File: src/rtl/led_pkg.sv
// Shared types and constants for the seven-segment value encoder.
// Holds the FSM state encoding, display limits and the double-dabble nibble helper.
package led_pkg;

  typedef enum logic [1:0] {
    IDLE    = 2'd0,
    CONVERT = 2'd1,
    DONE    = 2'd2
  } seg7_state_t;

  localparam int SEG7_DIGITS    = 4;
  localparam int SEG7_MAX_VALUE = 9999;
  localparam int BCD_NIBBLES    = 5;
  localparam int BCD_WIDTH      = 20;
  localparam int COUNT_WIDTH    = 5;

  // Double-dabble correction: a nibble of 5..9 would overflow past 9 when doubled.
  function automatic logic [3:0] dabble_adjust(input logic [3:0] nibble);
    if (nibble >= 4'd5) begin
      return nibble + 4'd3;
    end else begin
      return nibble;
    end
  endfunction

endpackage

File: src/rtl/bcd_dabble_step.sv
// One combinational double-dabble iteration: add-3 correction on all five
// BCD nibbles, then shift left by one taking the next binary MSB in.
module bcd_dabble_step
  import led_pkg::*;
(
  input  logic [BCD_WIDTH-1:0] scratch,
  input  logic                 msb,
  output logic [BCD_WIDTH-1:0] next_scratch
);

  logic [BCD_WIDTH-1:0] adjusted;

  // Correct every nibble, then shift the corrected register with the new bit.
  always_comb begin
    adjusted = '0;
    for (int i = 0; i < BCD_NIBBLES; i++) begin
      adjusted[i*4 +: 4] = dabble_adjust(scratch[i*4 +: 4]);
    end
    next_scratch = (adjusted << 1) | {{(BCD_WIDTH-1){1'b0}}, msb};
  end

endmodule

File: src/rtl/seg7_value_encoder.sv
// Converts an unsigned binary value into four saturating BCD display digits
// using a sequential double-dabble engine, one bit per clock.
module seg7_value_encoder
  import led_pkg::*;
#(
  parameter int IN_WIDTH = 16
) (
  input  logic                clk,
  input  logic                rst,
  input  logic                in_valid,
  output logic                in_ready,
  input  logic [IN_WIDTH-1:0] in_value,
  input  logic                clear,
  output logic                seg7_valid,
  output logic [3:0]          bcd_data_0,
  output logic [3:0]          bcd_data_1,
  output logic [3:0]          bcd_data_2,
  output logic [3:0]          bcd_data_3,
  output logic                overflow
);

  seg7_state_t            state;
  seg7_state_t            state_next;
  logic                   accept;
  logic [IN_WIDTH-1:0]    value;
  logic [COUNT_WIDTH-1:0] count;
  logic [BCD_WIDTH-1:0]   scratch;
  logic [BCD_WIDTH-1:0]   step_scratch;

  bcd_dabble_step u_step (
    .scratch      (scratch),
    .msb          (value[IN_WIDTH-1]),
    .next_scratch (step_scratch)
  );

  // State register.
  always_ff @(posedge clk or posedge rst) begin
    if (rst) begin
      state <= IDLE;
    end else begin
      state <= state_next;
    end
  end

  // Next-state decode; clear wins over any accept in the same cycle.
  always_comb begin
    state_next = state;
    accept     = 1'b0;
    if (clear) begin
      state_next = IDLE;
    end else begin
      case (state)
        IDLE, DONE: begin
          if (in_valid) begin
            state_next = CONVERT;
            accept     = 1'b1;
          end else begin
            state_next = state;
          end
        end
        CONVERT: begin
          if (count == {COUNT_WIDTH{1'b0}}) begin
            state_next = DONE;
          end else begin
            state_next = CONVERT;
          end
        end
        default: state_next = IDLE;
      endcase
    end
  end

  // Datapath and registered outputs; digits only change when a result lands or on clear.
  always_ff @(posedge clk or posedge rst) begin
    if (rst) begin
      in_ready   <= 1'b1;
      value      <= '0;
      count      <= '0;
      scratch    <= '0;
      seg7_valid <= 1'b0;
      overflow   <= 1'b0;
      bcd_data_0 <= 4'd0;
      bcd_data_1 <= 4'd0;
      bcd_data_2 <= 4'd0;
      bcd_data_3 <= 4'd0;
    end else begin
      in_ready <= (state_next != CONVERT);
      if (clear) begin
        count      <= '0;
        scratch    <= '0;
        seg7_valid <= 1'b0;
        overflow   <= 1'b0;
        bcd_data_0 <= 4'd0;
        bcd_data_1 <= 4'd0;
        bcd_data_2 <= 4'd0;
        bcd_data_3 <= 4'd0;
      end else if (accept) begin
        value      <= in_value;
        count      <= COUNT_WIDTH'(IN_WIDTH);
        scratch    <= '0;
        seg7_valid <= 1'b0;
      end else if (state == CONVERT) begin
        if (count != {COUNT_WIDTH{1'b0}}) begin
          scratch <= step_scratch;
          value   <= {value[IN_WIDTH-2:0], 1'b0};
          count   <= count - 5'd1;
        end else if (scratch[19:16] != 4'd0) begin
          // Ten-thousands present: the value cannot be shown in four digits.
          seg7_valid <= 1'b1;
          overflow   <= 1'b1;
          bcd_data_0 <= 4'd9;
          bcd_data_1 <= 4'd9;
          bcd_data_2 <= 4'd9;
          bcd_data_3 <= 4'd9;
        end else begin
          seg7_valid <= 1'b1;
          overflow   <= 1'b0;
          bcd_data_0 <= scratch[15:12];
          bcd_data_1 <= scratch[11:8];
          bcd_data_2 <= scratch[7:4];
          bcd_data_3 <= scratch[3:0];
        end
      end else begin
        seg7_valid <= seg7_valid;
      end
    end
  end

endmodule

File: config.mk
export PLATFORM = sky130hd
export DESIGN_NAME = seg7_value_encoder
export DESIGN_NICKNAME = d
export VERILOG_FILES = /design/src/rtl/led_pkg.sv /design/src/rtl/bcd_dabble_step.sv /design/src/rtl/seg7_value_encoder.sv
export SDC_FILE = /design/constraint.sdc
export NUM_CORES = 1
export LEC_CHECK = 0
export CORE_UTILIZATION = 50
export CTS_CLUSTER_DIAMETER = 120
export DETAILED_ROUTE_END_ITERATION = 16
export PLACE_DENSITY = 0.72
export SLEW_MARGIN = 20
export SYNTH_ARGS = -nofsm -noshare
export SYNTH_HDL_FRONTEND = slang
export SYNTH_HIERARCHICAL = 1
export SYNTH_SLANG_ARGS = --single-unit
File: constraint.sdc
create_clock -name clk -period 3 [get_ports clk]
set_input_delay 0.45 -clock clk [delete_from_list [all_inputs] [get_ports clk]]
set_output_delay 0.45 -clock clk [all_outputs]
set_load 0.05 [all_outputs]
==> out/results.ini <==
[outcome]
status=completed

[clocking]
cts_sinks=62
postCtsHoldBufs=0
htree_levels=3
clockBufferDepth=2
cts_tree=done
cts_setup_buffers=0
worst_skew_pair.late_latency_ns=0.34
cts_made_buffers=9
cts_repair_resize_count=0
clk_pin_slew_ns=0.07
clockRootBuffer=clkbuf_8

[die]
die-width_microns=86.1
pin_count=39
start_util=0.520
core_area_sq_mm=0.00679
std_cell_rows=30
die_y_microns=86.1
die_area_sq_mm=0.00741

[power]
p_int_mw=1.43
power_frac_clock=0.315
p_leak_nw=1.91
power_frac_comb=0.220
switchingPower_uw=627
ir_worst_vdd_mv=0.288
powerDensity_mw_per_mm2=497
seqPwrFrac=0.465
sw_frac_of_total=0.305

[route]
drtAntennaViolNets=0
wl_per_cell_microns=17.0
via_count=2808
first_pass_iters=4
drt_iter0_drc=151
wirelength_microns=7920
drc=0
vias_per_cell=6.01

[setup_path]
cp.arrival_ns=2.46
required_ns=3.23
cp_top_family=simple AND/OR/NAND/NOR gates
path_cells=inv_1, ha_1, or4b_4, buf_4, and4_2, a221o_1
cp_max_fo=33
worst_setup_path_end_kind=flip-flop
cpPeakStageDelay_ns=0.64
crit_type=reg2reg
slowest_stage=or4b_4
cp-start-kind=flip-flop
cp_num_buf_inv=2

[synth]
synth.largest_area_cell=dfrtp_1
synthCells=339
synth_top_area_frac=0.432
synth.cell_area_sq_mm=0.00353
ys_ff_latch=62
syn_area_per_cell_sq_um=10.4
postSynth.asyncResetShare=1.00
synth.area.top_cells=dfrtp_1 (43%), and4_1 (7.2%), a31o_2 (6.2%)
synth_warnings=6
synth.distinct_cells=45
synthFlopType=dfrtp_1
synthesis.nets=370
synth-edff-count=0
ys_seq_area_frac=0.439

[timing]
setup_tns_ns=0
skew_ns=0.00472
slew_headroom=0.580
rsz0062_at_grt=no
drv_slew=0
hold_violations=0
fin_crit_sh=0.743
setup_violations=0
fin_crit_ns=2.23
worstMarginPinSlew_ns=0.627
holdWs_ns=0.493
clock.fmax_ghz=0.448

[layout]
regArea_sq_mm=0.00155
mostFrequentLayoutCell=dfrtp_1
fill_cells=583
num_antenna_cells=0
drive_gt1_frac=0.189
fin_nets=398
multi_input_area_sq_mm=0.00176
area_growth_syn_to_layout_pct=16.9
final_cell_mix=dfrtp_1 (61), clkdlybuf4s50_1 (38), and4_1 (29)

[run]
drv_cap=0

[worst_hold_path]
hp-class=reg2reg

[placement]
port_buffers=38
gp_congestion=0.768
dpl.hpwl_microns=4920

[global_routing]
grt_first_pass_wirelength_microns=13100
antenna_found_initial=0
grt_pass1_vias=2695
gr-total-overflow=0
grt_max_degree=63
grt_use_total=0.230

## metrics by stage
| stage | util | area [sq um] | instances | total power, mW | setup WS [ns] |
|---|---|---|---|---|---|
| floorplan | - | 3530 | 339 | 1.31 | 1.01 |
| global placement | 0.584 | 3970 | 452 | 1.41 | 0.810 |
| detailed placement | 0.584 | 3970 | 452 | 1.42 | 0.774 |
| CTS | 0.608 | 4130 | 467 | 2.08 | 0.765 |
| global route | 0.608 | 4130 | 467 | 2.16 | 0.674 |
| finish | 0.608 | 4130 | 467 | 2.06 | 0.770 |
## sequential cells by signal, indices dropped and copies added (netlist names)
name and cells:
bcd_data_3 4, count 5, in_ready 1, bcd_data_0 4
bcd_data_1 4, scratch 20, overflow 1, seg7_valid 1
state 2, bcd_data_2 4, value 16
## synth_stat cells, types with 2 or more instances
| cell type | n |
|---|---|
| nor4_1 | 7 |
| and4_1 | 29 |
| ha_1 | 11 |
| a31o_2 | 25 |
| mux2i_1 | 5 |
| nor3_1 | 6 |
| and4_2 | 5 |
| inv_1 | 16 |
| o21ai_0 | 7 |
| dfrtp_1 | 61 |
| nor3b_2 | 2 |
| clkbuf_1 | 20 |
| nand2b_1 | 11 |
| a21oi_2 | 5 |
| xnor2_1 | 5 |
| a21oi_1 | 10 |
| o211ai_1 | 2 |
| a221o_1 | 15 |
| nor2b_1 | 17 |
| nand2_1 | 23 |
| buf_2 | 6 |
| o21ai_1 | 4 |
| nor2_1 | 8 |
| buf_6 | 3 |
| o31ai_1 | 2 |
| a31o_1 | 5 |
| o211a_1 | 9 |
| or4_1 | 2 |
| clkbuf_8 | 2 |
## final cells by class
type,instances,share of cell area
Timing Repair Buffer,49,0.115
Multi-Input combinational cell,229,0.425
Clock inverter,1,0.00121
Tap cell,96,0.0291
Sequential cell,62,0.376
Clock buffer,14,0.0394
Inverter,16,0.0145
## worst reg2reg max path: stages (launching register included)
cell and delay, ns:
dfrtp_1 0.41, inv_1 0.07, ha_1 0.18, or4b_4 0.64, buf_4 0.30, and4_2 0.27
a221o_1 0.25
## cells by family after synthesis
logic type               after synthesis  share of synthesized area
AND/OR/NAND/NOR                      118                      0.223
AO/OA/AOI/OAI                         90                      0.206
flip-flops                            62                      0.439
buffers and inverters                 48                     0.0662
adder cells (fa/ha/maj)               11                     0.0389
XOR/XNOR                               5                     0.0124
multiplexers                           5                     0.0142
## power groups by stage
stage / clock [mW] / combinational (mW) / sequential, mW
floorplan: 0 / 0.315 / 0.995
global placement: 0 / 0.443 / 0.972
detailed placement: 0 / 0.454 / 0.964
CTS: 0.669 / 0.452 / 0.955
global route: 0.701 / 0.492 / 0.967
finish: 0.648 / 0.451 / 0.956
## worst paths after layout
path / from / endpoint / slack, ns / depth (start not counted)
setup / recovery: count[0] / value[12] / 0.77 / 6
min in group asynchronous: rst / bcd_data_0[3] / 0.50 / 3
hold / removal: seg7_valid / seg7_valid / 0.49 / 1
setup reg to reg: count[0] / value[12] / 0.77 / 6
max in group asynchronous: rst / in_ready / 2.19 / 3
hold reg to reg: seg7_valid / seg7_valid / 0.49 / 1
## routing by layer
layer  track usage  wire (microns)  up-vias
li1              -               -     1333
met1         0.304            3720     1384
met2         0.366            3670       76
met3        0.0577             392       15
met4        0.0879             140        0
met5             0               0        -
Note: power is estimated with default switching activity, not from simulation.
